File: config.mk
export PLATFORM = sky130hd
export DESIGN_NAME = i2c_byte_sequencer
export DESIGN_NICKNAME = d
export VERILOG_FILES = /design/src/rtl/i2c_byte_sequencer.sv
export SDC_FILE = /design/constraint.sdc
export NUM_CORES = 1
export LEC_CHECK = 0
export BUFFER_PORTS_ARGS = -buffer_cell sky130_fd_sc_hd__buf_4
export CORE_MARGIN = 2
export CORE_UTILIZATION = 61
export CTS_BUF_LIST = sky130_fd_sc_hd__clkbuf_4
export CTS_CLUSTER_DIAMETER = 200
export DETAILED_ROUTE_END_ITERATION = 16
export PLACE_DENSITY = 0.86
export SYNTH_ARGS = -nofsm -noshare
export SYNTH_HDL_FRONTEND = slang
export SYNTH_SLANG_ARGS = --single-unit
File: constraint.sdc
create_clock -name clk -period 2.32 [get_ports clk]
set_clock_uncertainty 0.1 [all_clocks]
set_input_delay 0.116 -clock clk [delete_from_list [all_inputs] [get_ports clk]]
set_output_delay 0.116 -clock clk [all_outputs]
set_load 0.005 [all_outputs]
File: src/rtl/i2c_byte_sequencer.sv
// Single-byte I2C master: START, address+R/W, one data byte, STOP on open-drain
// SCL/SDA enables, driven by a four-quarter bit slot with SCL stretch support.
//
// state | meaning
// IDLE  | waiting for a command, cmd_ready=1
// START | START slot: SDA falls while SCL is released
// ADDR  | 8 slots shifting out {addr, rw}, MSB first
// AACK  | slave address acknowledge slot
// DATA  | 8 slots: write byte out or read byte in, MSB first
// DACK  | slave ACK on write, master NACK on read
// STOP  | STOP slot: SDA rises while SCL is released
// DONE  | one-cycle response pulse
module i2c_byte_sequencer #(
  parameter int unsigned DIVIDER     = 250,
  parameter int unsigned STRETCH_MAX = 65535
) (
  input  logic       clk,
  input  logic       rst,
  input  logic       cmd_valid,
  output logic       cmd_ready,
  input  logic [6:0] cmd_addr,
  input  logic       cmd_rw,
  input  logic [7:0] cmd_wdata,
  output logic       rsp_valid,
  output logic [7:0] rsp_rdata,
  output logic       rsp_nack,
  output logic       rsp_timeout,
  output logic       busy,
  output logic       scl_oe,
  input  logic       scl_in,
  output logic       sda_oe,
  input  logic       sda_in
);

  typedef enum logic [2:0] {
    S_IDLE, S_START, S_ADDR, S_AACK, S_DATA, S_DACK, S_STOP, S_DONE
  } state_t;

  localparam int QW = (DIVIDER > 1) ? $clog2(DIVIDER) : 1;
  localparam int SW = $clog2(STRETCH_MAX + 1);
  localparam logic [QW-1:0] Q_LOAD = QW'(DIVIDER - 1);
  localparam logic [SW-1:0] S_LAST = SW'(STRETCH_MAX - 1);

  state_t         state_q;
  state_t         state_d;
  logic [1:0]     quarter_q;
  logic [QW-1:0]  q_cnt_q;
  logic [2:0]     bit_cnt_q;
  logic [SW-1:0]  stretch_q;
  logic [6:0]     addr_q;
  logic           rw_q;
  logic [7:0]     wdata_q;
  logic           sda_hold_q;

  logic           active;
  logic           accept;
  logic           stall;
  logic           q_tc;
  logic           slot_end;
  logic           sample;
  logic           timeout_hit;
  logic [7:0]     addr_byte;
  logic           tx_bit;
  logic           sda_bit;

  assign active      = (state_q != S_IDLE) && (state_q != S_DONE);
  assign accept      = cmd_valid && cmd_ready;
  assign stall       = active && (quarter_q == 2'd2) && !scl_in;
  assign q_tc        = active && !stall && (q_cnt_q == '0);
  assign slot_end    = q_tc && (quarter_q == 2'd3);
  assign sample      = q_tc && (quarter_q == 2'd2);
  assign timeout_hit = stall && (stretch_q == S_LAST);
  assign addr_byte   = {addr_q, rw_q};
  assign tx_bit      = (state_q == S_ADDR) ? addr_byte[bit_cnt_q] : wdata_q[bit_cnt_q];

  // State register
  always_ff @(posedge clk) begin
    if (rst) begin
      state_q <= S_IDLE;
    end else begin
      state_q <= state_d;
    end
  end

  // Next-state logic; a stretch timeout overrides the normal slot sequence
  always_comb begin
    state_d = state_q;
    case (state_q)
      S_IDLE:  if (accept) state_d = S_START;
      S_START: if (slot_end) state_d = S_ADDR;
      S_ADDR:  if (slot_end && (bit_cnt_q == 3'd0)) state_d = S_AACK;
      S_AACK:  if (slot_end) state_d = rsp_nack ? S_STOP : S_DATA;
      S_DATA:  if (slot_end && (bit_cnt_q == 3'd0)) state_d = S_DACK;
      S_DACK:  if (slot_end) state_d = S_STOP;
      S_STOP:  if (slot_end) state_d = S_DONE;
      S_DONE:  state_d = S_IDLE;
      default: state_d = S_IDLE;
    endcase
    // A STOP that itself times out finishes rather than restarting STOP forever
    if (timeout_hit) begin
      state_d = (state_q == S_STOP) ? S_DONE : S_STOP;
    end
  end

  // Output logic
  always_comb begin
    sda_bit = 1'b0;
    case (state_q)
      S_ADDR:  sda_bit = !tx_bit;
      S_DATA:  sda_bit = !rw_q && !tx_bit;
      default: sda_bit = 1'b0;
    endcase
  end

  always_comb begin
    scl_oe    = 1'b0;
    sda_oe    = 1'b0;
    case (state_q)
      S_START: sda_oe = quarter_q[1];
      S_ADDR, S_AACK, S_DATA, S_DACK: begin
        scl_oe = !quarter_q[1];
        // Q0 keeps the previous slot's SDA; the new bit appears at Q1 entry
        sda_oe = (quarter_q == 2'd0) ? sda_hold_q : sda_bit;
      end
      S_STOP: begin
        scl_oe = !quarter_q[1];
        sda_oe = (quarter_q != 2'd3);
      end
      default: begin
        scl_oe = 1'b0;
        sda_oe = 1'b0;
      end
    endcase
  end

  assign cmd_ready = (state_q == S_IDLE) && !rst;
  assign busy      = (state_q != S_IDLE);
  assign rsp_valid = (state_q == S_DONE);

  // Slot timing, command capture and response fields
  always_ff @(posedge clk) begin
    if (rst) begin
      quarter_q   <= 2'd0;
      q_cnt_q     <= '0;
      bit_cnt_q   <= 3'd7;
      stretch_q   <= '0;
      addr_q      <= '0;
      rw_q        <= 1'b0;
      wdata_q     <= '0;
      sda_hold_q  <= 1'b0;
      rsp_rdata   <= '0;
      rsp_nack    <= 1'b0;
      rsp_timeout <= 1'b0;
    end else begin
      if (accept) begin
        addr_q      <= cmd_addr;
        rw_q        <= cmd_rw;
        wdata_q     <= cmd_wdata;
        rsp_rdata   <= '0;
        rsp_nack    <= 1'b0;
        rsp_timeout <= 1'b0;
      end

      if (state_d != state_q) begin
        quarter_q <= 2'd0;
        q_cnt_q   <= Q_LOAD;
        bit_cnt_q <= 3'd7;
      end else if (q_tc) begin
        q_cnt_q   <= Q_LOAD;
        quarter_q <= quarter_q + 2'd1;
        if (slot_end) bit_cnt_q <= bit_cnt_q - 3'd1;
      end else if (active && !stall) begin
        q_cnt_q <= q_cnt_q - QW'(1);
      end

      if (slot_end) sda_hold_q <= sda_oe;

      if ((state_d != state_q) || !active || scl_in || (q_tc && (quarter_q == 2'd1))) begin
        stretch_q <= '0;
      end else if (stall) begin
        stretch_q <= stretch_q + SW'(1);
      end

      if (sample) begin
        case (state_q)
          S_AACK:  if (sda_in) rsp_nack <= 1'b1;
          S_DACK:  if (!rw_q && sda_in) rsp_nack <= 1'b1;
          S_DATA:  if (rw_q) rsp_rdata[bit_cnt_q] <= sda_in;
          default: ;
        endcase
      end

      if (timeout_hit) begin
        rsp_timeout <= 1'b1;
        rsp_rdata   <= '0;
      end
    end
  end

endmodule

==> impl_metrics.json <==
{
  "clockBufferDepth": 2,
  "fp.dieW_um": 76.2,
  "ant_nets": 0,
  "syn_inst": 373,
  "fillCellCount": 326,
  "worst_slew_pin_slew_ps": 504,
  "htreeDepth": 3,
  "synth_ff_type": "dfxtp_1",
  "maxSlewHeadroom_pct": 66.1,
  "crit_path_top_delay_cell": "dfxtp_4",
  "multi_input_area_mm2": 0.00195,
  "synthXorXnorAreaFrac_pct": 6.88,
  "crit_arrival_ps": 2130,
  "ys_seq_elements": 59,
  "path_buf_inv": 1,
  "status": "complete, but fails checks",
  "highest_layer": "met4",
  "crit_fanout": 4,
  "synth_top_family_by_area": "simple AND/OR/NAND/NOR gates",
  "drive_above_1_share_pct": 23.8,
  "synth_compound_area_share_pct": 10.7,
  "rsz0062_at_grt": "yes",
  "p_per_area_mw_per_mm2": 529,
  "hold_depth": 4,
  "place.gp.congestion": 0.953,
  "core_mm2": 0.00507,
  "regArea_mm2": 0.00120,
  "async_flop_share_pct": 0,
  "grt_antenna_before_repair": 0,
  "stdcell_count": 507,
  "total_power_uw": 2120,
  "worstSetupStartpointType": "register",
  "required_ps": 2100,
  "dr_wl_met2_mm": 4.33,
  "die-height_um": 76.2,
  "hold_violations": 0,
  "maxSlewViolCount": 0,
  "io_pins": 36,
  "synth_edf_count": 0,
  "cap_viol_max_count": 0,
  "synthSimpleGateAreaFrac_pct": 33.9,
  "drtIter0Drc": 279,
  "ys_warn_count": 0,
  "fmax_mhz": 426,
  "setup_violations": 2,
  "period_share_pct": 101,
  "power_leakage_uw": 0.00152,
  "place_inst": 470,
  "cts_tree": "yes",
  "grt_pass1_wl_mm": 13.6,
  "ir_worst_vdd_uv": 684,
  "final_cell_area_mm2": 0.00400,
  "critical_path_class": "register to output pin",
  "start_util_pct": 62.7,
  "grt_usage_pct": 29.3,
  "grt_overflow": 0,
  "synth_cell_types": 54,
  "crit_path_cell_trace": "mux2_4 -> a211o_1 -> a2111oi_4 -> a211oi_2 -> nand4_1 -> buf_4",
  "min_period_ps": 2350,
  "nets": 463,
  "io_buffers": 35,
  "worstSkewPairLatency_ps": 430,
  "design.die.area_mm2": 0.00581,
  "critPathMaxStageDelay_ps": 390,
  "end_kind": "output pin",
  "ys_seq_area_share_pct": 37.1,
  "rows": 26,
  "clkTransAtPathRegs_ps": 110,
  "syn_nets": 404,
  "routed_wl_mm": 8.70,
  "synth_fa_ha_area_share_pct": 3.93,
  "worst_slack_ps": -29.0,
  "synth_area_mm2": 0.00318,
  "m1WireLength_mm": 3.43,
  "avgSynthCellArea_um2": 8.53,
  "violations": "setup timing",
  "drcViolationCount": 0,
  "areaGrowthSynthToFinish_pct": 25.7,
  "clock_sinks": 59,
  "first_global_vias": 3018,
  "wl_met3_um": 627,
  "root_buffer": "clkbuf_4",
  "via_per_inst": 6.18,
  "cp_top_family": "compound AO/OA/AOI/OAI gates",
  "postPlaceCellArea_mm2": 0.00353,
  "num_vias": 3132,
  "hpwl_mm": 5.27,
  "antennaDiodeCount": 0,
  "fin_util_pct": 78.9,
  "r2r_cells": 7,
  "hold_path_class": "input port to register",
  "numCtsBuffers": 9,
  "muxShareOfSynthArea_pct": 2.71,
  "grt_max_degree": 32,
  "worstSetupPathDepth": 6,
  "holdWs_ps": 125,
  "first_pass_iters": 5,
  "post_drt_wl_per_cell_um": 17.2
}
[worst register-to-register path, cell delays in order, from the launching register on]
cell and delay (ps):
dfxtp_1 340, inv_1 120, ha_2 250, and4b_1 300, nand4b_4 140, nor2_1 310
a211oi_1 120, nor4bb_1 490
[metal layers]
metal / GRT usage, % / vias up
met3: 8.06 / 34
li1: - / 1445
met2: 49.6 / 176
met1: 34.8 / 1477
met5: 0 / -
met4: 12.9 / 0
[timing repair]
action                                  4_1_cts  5_1_grt
pin swaps                                     0        5
cloned                                        0        0
endpoints found under the hold margin        35        0
buffers inserted                              0        3
resized for setup                             6       23
endpoints found under the setup margin        1       28
hold buffers                                 18        0
[cells by family after synthesis]
family                     after synthesis
buffers and inverters                   34
DFF                                     59
xor gates and xnor gates                25
muxes                                    6
and+or+nand+nor                        189
adders and majority gates               10
AOI/OAI and AO/OA                       50
[cells in the final DEF, fill, tap and decap left out, types with 3 or more instances in the layout]
cell type      Yosys  final
xor2_1             6      5
a21o_1             6      6
xnor2_1           19     19
nand3b_1          18     18
nand2_1           55     55
nand3_1           16     16
and2_1             3      3
nor3_1            10      9
dlygate4sd3_1      0     18
inv_1             10     10
nand4_1           11     11
dfxtp_4            0      4
ha_1              10      9
or3_1              5      5
nor4_1            18     15
mux2i_1            3      3
nor2_1            25     25
and3_1             4      3
dfxtp_1           59     54
buf_4              2     51
nor4_2             1      4
o21ai_0            4      3
a31o_1             3      3
nor2b_1            4      4
clkbuf_4           0     10
a21oi_1           20     19
[state kept, by name (all words and copies together) (netlist names)]
signal / cells
state_q: 3
q_cnt_q: 8
stretch_q: 16
quarter_q: 2
rsp_rdata: 8
rsp_nack: 1
sda_hold_q: 1
rw_q: 1
rsp_timeout: 1
addr_q: 7
wdata_q: 8
bit_cnt_q: 3
[cell usage after synthesis (3+ instances only)]
cell type	instances	area share (%)
dfxtp_1	59	37
nand2_1	55	6.5
nor2_1	25	2.9
a21oi_1	20	3.1
xnor2_1	19	5.2
nand3b_1	18	4.2
nor4_1	18	3.5
nand3_1	16	2.5
clkbuf_1	14	1.7
nand4_1	11	2.2
ha_1	10	3.9
inv_1	10	1.2
nor3_1	10	1.6
a21o_1	6	1.4
xor2_1	6	1.7
or3_1	5	0.98
and3_1	4	0.79
buf_2	4	0.63
nand2b_1	4	0.79
nor2b_1	4	0.79
o21ai_0	4	0.63
a211oi_1	3	0.71
a31o_1	3	0.83
and2_1	3	0.59
mux2i_1	3	0.94
[worst paths after layout]
| kind | startpoint | end | slack [ps] |
|---|---|---|---|
| setup / recovery | bit_cnt_q[0]$_SDFFE_PP1P_ | sda_oe | -30 |
| hold / removal | scl_in | stretch_q[10]$_SDFFE_PP0P_ | 130 |
| setup reg to reg | quarter_q[0]$_SDFFE_PP0P_ | state_q[0]$_SDFF_PP0_ | 0 |
| hold reg to reg | rsp_timeout$_SDFFE_PP0P_ | rsp_timeout$_SDFFE_PP0P_ | 370 |
[cell type report]
cell class	instances	area share, %
Clock buffer	10	1.88
Clock inverter	6	2.00
Inverter	13	1.28
Multi-Input combinational cell	280	48.7
Sequential cell	59	29.9
Tap cell	70	2.19
Timing Repair Buffer	69	14.1
[where the power goes]
part / leakage, uW / switching [uW] / internal, uW
combinational: 0.000955 / 113 / 106
clock: 0.0000815 / 392 / 440
sequential: 0.000482 / 25.7 / 1040
total: 0.00152 / 531 / 1590
[through the flow]
step           setup WS (ps)  setup TNS (ps)
6_report               -29.0           -31.0
5_1_grt                -81.4            -576
4_1_cts                 19.1               0
3_5_place_dp             120               0
3_3_place_gp             197               0
2_1_floorplan            210               0
Note: power is estimated with default switching activity, not from simulation.
